## src/rtl/fetch_unit.sv

```systemverilog
// fetch_unit -- instruction-fetch front end feeding the IF/ID register.
//
// Owns the fetch PC, issues in-order requests to a req/gnt/rvalid
// instruction memory and keeps up to DEPTH fetches (issued or returned) in
// a circular queue. Entries are filled strictly in order, so the filled
// entries always form a prefix starting at the head; fcnt counts that
// prefix and the oldest unfilled entry sits at head + fcnt.
// A redirect flushes the queue and turns every still-outstanding response
// into a "discard" credit so stale data never lands in the new stream.
//
// Optional feature (macro FETCH_BYPASS_EN): a response for an unfilled
// head is presented combinationally in the cycle it arrives.
//
// Ports:
//   clk, rst_n            clock (rising edge), async active-low reset
//   StallF                hold the presented instruction
//   PCSrcE, PCTargetE     redirect request and target
//   imem_req/addr/gnt     request channel to instruction memory
//   imem_rvalid/rdata     in-order response channel
//   PCF, PCPlus4F, InstrF presented fetch triple (NOP when not valid)
//   InstrValidF           InstrF holds a real fetched instruction
module fetch_unit #(
    parameter int              XLEN     = 32,
    parameter logic [XLEN-1:0] RESET_PC = '0,
    parameter int              DEPTH    = 2
) (
    input  logic            clk,
    input  logic            rst_n,
    input  logic            StallF,
    input  logic            PCSrcE,
    input  logic [XLEN-1:0] PCTargetE,
    output logic            imem_req,
    output logic [XLEN-1:0] imem_addr,
    input  logic            imem_gnt,
    input  logic            imem_rvalid,
    input  logic [31:0]     imem_rdata,
    output logic [XLEN-1:0] PCF,
    output logic [XLEN-1:0] PCPlus4F,
    output logic [31:0]     InstrF,
    output logic            InstrValidF
);
    localparam int          PW        = $clog2(DEPTH);
    localparam int          CW        = $clog2(DEPTH + 1);
    localparam logic [31:0] INSTR_NOP = 32'h0000_0013;

    logic [XLEN-1:0]  pc_q;
    logic [XLEN-1:0]  q_pc   [DEPTH];
    logic [31:0]      q_data [DEPTH];
    logic [DEPTH-1:0] q_filled;
    logic [PW-1:0]    head, tail, fptr;
    logic [CW-1:0]    count, fcnt, discard, unfilled;
    logic [CW:0]      dsum;
    logic [CW-1:0]    discard_redir;

    logic empty, full, head_filled, resp_take, byp, push, pop, store;
    logic unused_bits;

    // The target's low bits are forced to a word boundary.
    assign unused_bits = ^PCTargetE[1:0];

    assign empty       = (count == '0);
    assign full        = (count == CW'(DEPTH));
    assign unfilled    = count - fcnt;
    assign fptr        = head + PW'(fcnt);
    assign head_filled = !empty && q_filled[head];

    // A response is only usable when it is not owed to a pre-redirect
    // request and there is an entry waiting for it; anything else is dropped.
    assign resp_take   = imem_rvalid && (discard == '0) && (unfilled != '0);

`ifdef FETCH_BYPASS_EN
    // Oldest unfilled entry is the head exactly when no entry is filled.
    assign byp = resp_take && (fcnt == '0);
`else
    assign byp = 1'b0;
`endif

    assign imem_req    = rst_n && !full && !PCSrcE;
    assign imem_addr   = pc_q;
    assign push        = imem_req && imem_gnt;
    assign InstrValidF = head_filled || byp;
    assign pop         = InstrValidF && !StallF;
    // A bypassed instruction that is consumed immediately never gets stored.
    assign store       = resp_take && !(byp && pop);

    assign PCF      = empty ? pc_q : q_pc[head];
    assign PCPlus4F = PCF + XLEN'(4);
    assign InstrF   = head_filled ? q_data[head] :
                      byp         ? imem_rdata   : INSTR_NOP;

    // Outstanding responses still owed after a flush; the one arriving in
    // the redirect cycle itself is dropped here, hence the decrement.
    always_comb begin
        dsum = {1'b0, discard} + {1'b0, unfilled};
        if (imem_rvalid && dsum != '0)
            dsum = dsum - 1'b1;
        discard_redir = CW'(dsum);
    end

    always_ff @(posedge clk or negedge rst_n) begin
        if (!rst_n) begin
            pc_q     <= RESET_PC;
            head     <= '0;
            tail     <= '0;
            count    <= '0;
            fcnt     <= '0;
            discard  <= '0;
            q_filled <= '0;
            for (int i = 0; i < DEPTH; i++) begin
                q_pc[i]   <= '0;
                q_data[i] <= '0;
            end
        end else if (PCSrcE) begin
            pc_q     <= {PCTargetE[XLEN-1:2], 2'b00};
            head     <= '0;
            tail     <= '0;
            count    <= '0;
            fcnt     <= '0;
            q_filled <= '0;
            discard  <= discard_redir;
        end else begin
            if (push) begin
                q_pc[tail]     <= pc_q;
                q_filled[tail] <= 1'b0;
                tail           <= tail + 1'b1;
                pc_q           <= pc_q + XLEN'(4);
            end
            if (store) begin
                q_data[fptr]   <= imem_rdata;
                q_filled[fptr] <= 1'b1;
            end
            if (pop)
                head <= head + 1'b1;
            count <= count + CW'(push) - CW'(pop);
            fcnt  <= fcnt + CW'(resp_take) - CW'(pop);
            if (imem_rvalid && discard != '0)
                discard <= discard - 1'b1;
        end
    end
endmodule

```

## config.mk

```make
export PLATFORM = sky130hd
export DESIGN_NAME = fetch_unit
export DESIGN_NICKNAME = d
export VERILOG_FILES = /design/src/rtl/fetch_unit.sv
export SDC_FILE = /design/constraint.sdc
export NUM_CORES = 1
export LEC_CHECK = 0
export ABC_AREA = 0
export CORE_ASPECT_RATIO = 1.2
export CORE_UTILIZATION = 46
export CTS_CLUSTER_DIAMETER = 50
export DETAILED_ROUTE_END_ITERATION = 10
export PLACE_DENSITY = 0.77
export SLEW_MARGIN = 20
export SYNTH_ARGS = -nofsm -noshare
export SYNTH_HDL_FRONTEND = slang
export SYNTH_SLANG_ARGS = --single-unit
```

## constraint.sdc

```tcl
create_clock -name clk -period 2.6 [get_ports clk]
set_input_delay 0.52 -clock clk [delete_from_list [all_inputs] [get_ports clk]]
set_output_delay 0.52 -clock clk [all_outputs]
set_load 0.01 [all_outputs]
```

==> impl_metrics.json <==
{
  "outcome": "finished, violations left",
  "violations": "negative setup slack",
  "drive_gt1_share_pct": 44.15,
  "vias": 7707,
  "slew_headroom_pct": 31.77,
  "seq_area_frac_synth_pct": 45.79,
  "gp_congestion": 0.9331,
  "die_h_um": 154.9,
  "die-area_um2": 20050,
  "utilization_pct": 70.03,
  "root_buffer": "clkbuf_16",
  "pwr-share-seq_pct": 39.0,
  "ys_ff_latch": 164,
  "gr-usage-met3_pct": 5.743,
  "rsz0062_at_grt": "yes",
  "ff_latch_area_um2": 4108,
  "wirelength_um": 26220,
  "swShare_pct": 30.49,
  "rows": 55,
  "synth-async-reset-ratio_pct": 100.0,
  "hold_violations": 0,
  "hold_path_class": "in -> async",
  "worst_ir_drop_vdd_uv": 509.9,
  "top_usage_layer": "met2",
  "crit_required_ns": 2.08,
  "synth_area_leader_cell": "dfrtp_1",
  "clkPwrFrac_pct": 29.2,
  "fin_worst_skew_ns": 0.01141,
  "dp_hpwl_um": 17030,
  "finalPower_mw": 8.931,
  "ys_warn_count": 0,
  "first_pass_iters": 5,
  "overflow": 0,
  "pin_count": 200,
  "antennaDiodeCount": 0,
  "drv_cap": 0,
  "yosys-top-cells-area": "dfrtp_1, mux2_2, mux2i_1",
  "drt_iter0_drc": 503,
  "drtAntennaViolNets": 0,
  "die_w_um": 129.4,
  "critPathArrivalTime_ns": 2.87,
  "cts.clk_slew.worst_paths_ns": 0.07,
  "hold_buffers": 0,
  "yosysTopAreaCellShare_pct": 45.79,
  "grt_pass1_vias": 7805,
  "synth_most_common_cell": "dfrtp_1",
  "criticalPathCategory": "reg -> out",
  "grt_max_degree": 165,
  "antenna_found_initial": 0,
  "use_met1_pct": 32.66,
  "met2_usage_pct": 45.24,
  "end_kind": "output pin",
  "syn_avg_cell_area_um2": 10.98,
  "fin_crit_sh_pct": 130.5,
  "nFillCells": 1370,
  "p_leak_nw": 6.177,
  "core_area_um2": 18990,
  "cts_sinks": 164,
  "yosysUniqueCellTypes": 55,
  "initial_core_util_pct": 47.19,
  "route.detailed.drc": 0,
  "clock_latency_ns": 0.43,
  "cts-htree-levels": 4,
  "viasPerCell": 5.470,
  "worstMarginPinSlew_ns": 1.024,
  "area_delta_synth_final_pct": 48.42,
  "grt_pass1_wl_um": 41110,
  "drv_slew": 0,
  "final_nets": 1221,
  "cts_max_path_buffers": 2,
  "syn_inst": 816,
  "cp_max_fo": 8,
  "switchingPower_mw": 2.723,
  "grt_use_total_pct": 26.91,
  "power.density_nw_per_um2": 671.4,
  "ys.flop_type": "dfrtp_1",
  "start_kind": "flip-flop",
  "numCtsBuffers": 17,
  "cts_tree": "built",
  "fin_ws_ns": -0.7933,
  "port_buffers": 191,
  "max_clock_freq_mhz": 294.7,
  "synth_common_cells": "dfrtp_1, mux2_2, mux2i_1",
  "power_frac_comb_pct": 31.8,
  "wl_per_cell_um": 18.61,
  "multi_input_area_um2": 4918,
  "synth_enable_flop_cells": 0,
  "fin_crit_ns": 3.393,
  "setup-violations-final": 74,
  "p_int_mw": 6.208,
  "syn-cell-area_um2": 8962
}
-- registers in the layout, indices dropped and copies added (netlist names) --
signal     count
q_data        64
q_pc          60
imem_addr     30
count          2
discard        2
fcnt           2
q_filled       2
head           1
tail           1
-- power by group through the flow --
stage          sequential [mW]  combinational, mW  clock (mW)
3_5_place_dp              3.50               2.68           0
5_1_grt                   3.55               3.08        2.75
4_1_cts                   3.46               2.71        2.64
6_report                  3.48               2.84        2.61
2_1_floorplan             3.46               1.46           0
3_3_place_gp              3.47               2.62           0
-- layout make-up --
| cell class | count | area share [%] |
|---|---|---|
| Timing Repair Buffer | 359 | 24.04 |
| Sequential cell | 164 | 30.88 |
| Tap cell | 256 | 2.408 |
| Clock inverter | 14 | 1.298 |
| Clock buffer | 18 | 3.226 |
| Inverter | 40 | 1.166 |
| Multi-Input combinational cell | 558 | 36.98 |
-- layer usage --
layer	vias up	wire length, um
met1	3807	10410
met5	-	0
met4	0	896
met2	306	13280
li1	3532	-
met3	62	1630
-- layout by cell type, fill, tap and decap left out, types with 6 or more instances in the layout --
master	n
a21o_1	8
a21oi_1	9
a21oi_2	8
a221o_1	11
a31oi_1	6
and3_1	6
buf_12	14
buf_2	54
buf_4	128
buf_6	38
clkbuf_16	17
clkdlybuf4s50_1	99
conb_1	6
dfrtp_1	163
dlygate4sd2_1	12
ha_1	9
inv_1	31
inv_2	7
inv_6	6
mux2_2	123
mux2_4	6
mux2i_1	52
mux2i_2	8
nand2_1	54
nand3_1	12
nand4_1	8
nor2_1	28
nor2_2	21
nor2_4	9
nor3_1	18
nor3_4	8
nor4_4	6
o21ai_0	33
o311ai_0	8
xnor2_1	21
xor2_1	12
-- cell families after synthesis --
family                     Yosys count  synth area share [%]
buffers and inverters               99                 5.151
and+or+nand+nor                    211                 12.66
xor gates and xnor gates            38                 3.714
adders and majority gates           11                 1.619
muxes                              194                 23.59
other                                1               0.04184
DFF                                164                 45.79
AOI/OAI and AO/OA                   98                 7.427
-- what timing repair did --
action	in CTS	in global routing
setup buffers	33	16
gates cloned	2	0
pin swaps	27	20
endpoints found under the setup margin	96	130
gates resized for setup	343	94
-- worst paths after layout --
kind,start,endpoint,slack [ns],depth (start not counted)
max,count[0]$_DFF_PN0_,PCPlus4F[26],-0.79,12
min,rst_n,q_pc[10]$_DFFE_PN0P_,0.11,2
max reg2reg,count[0]$_DFF_PN0_,discard[1]$_DFFE_PN0P_,-0.04,15
min reg2reg,q_pc[19]$_DFFE_PN0P_,q_pc[19]$_DFFE_PN0P_,0.48,2
max in group asynchronous,rst_n,q_data[26]$_DFFE_PN0P_,1.62,2
min in group clk,q_pc[19]$_DFFE_PN0P_,q_pc[19]$_DFFE_PN0P_,0.48,2
-- worst max-delay path, stage by stage (launching register included) --
cell and delay, ns:
dfrtp_1 0.38, or2_4 0.34, buf_6 0.15, mux2i_4 0.19
inv_2 0.10, ha_4 0.15, nor2b_4 0.19, nand4_1 0.17
buf_4 0.19, buf_6 0.11, nor3_4 0.18, xnor2_1 0.14
buf_2 0.15
-- metrics by stage --
step | hold slack [ns] | cells | area [um^2] | setup slack [ns] | TNS [ns]
floorplan | 0.2244 | 821 | 9130 | -0.1902 | -2.035
global placement | 0.4620 | 1328 | 12070 | -0.7201 | -19.88
detailed placement | 0.4699 | 1328 | 12070 | -0.7243 | -18.14
CTS | 0.2957 | 1395 | 12990 | -0.7023 | -23.57
global route | 0.2692 | 1409 | 13300 | -0.8708 | -31.14
finish | 0.1093 | 1409 | 13300 | -0.7933 | -21.80
(Power assumes the default switching activity.)
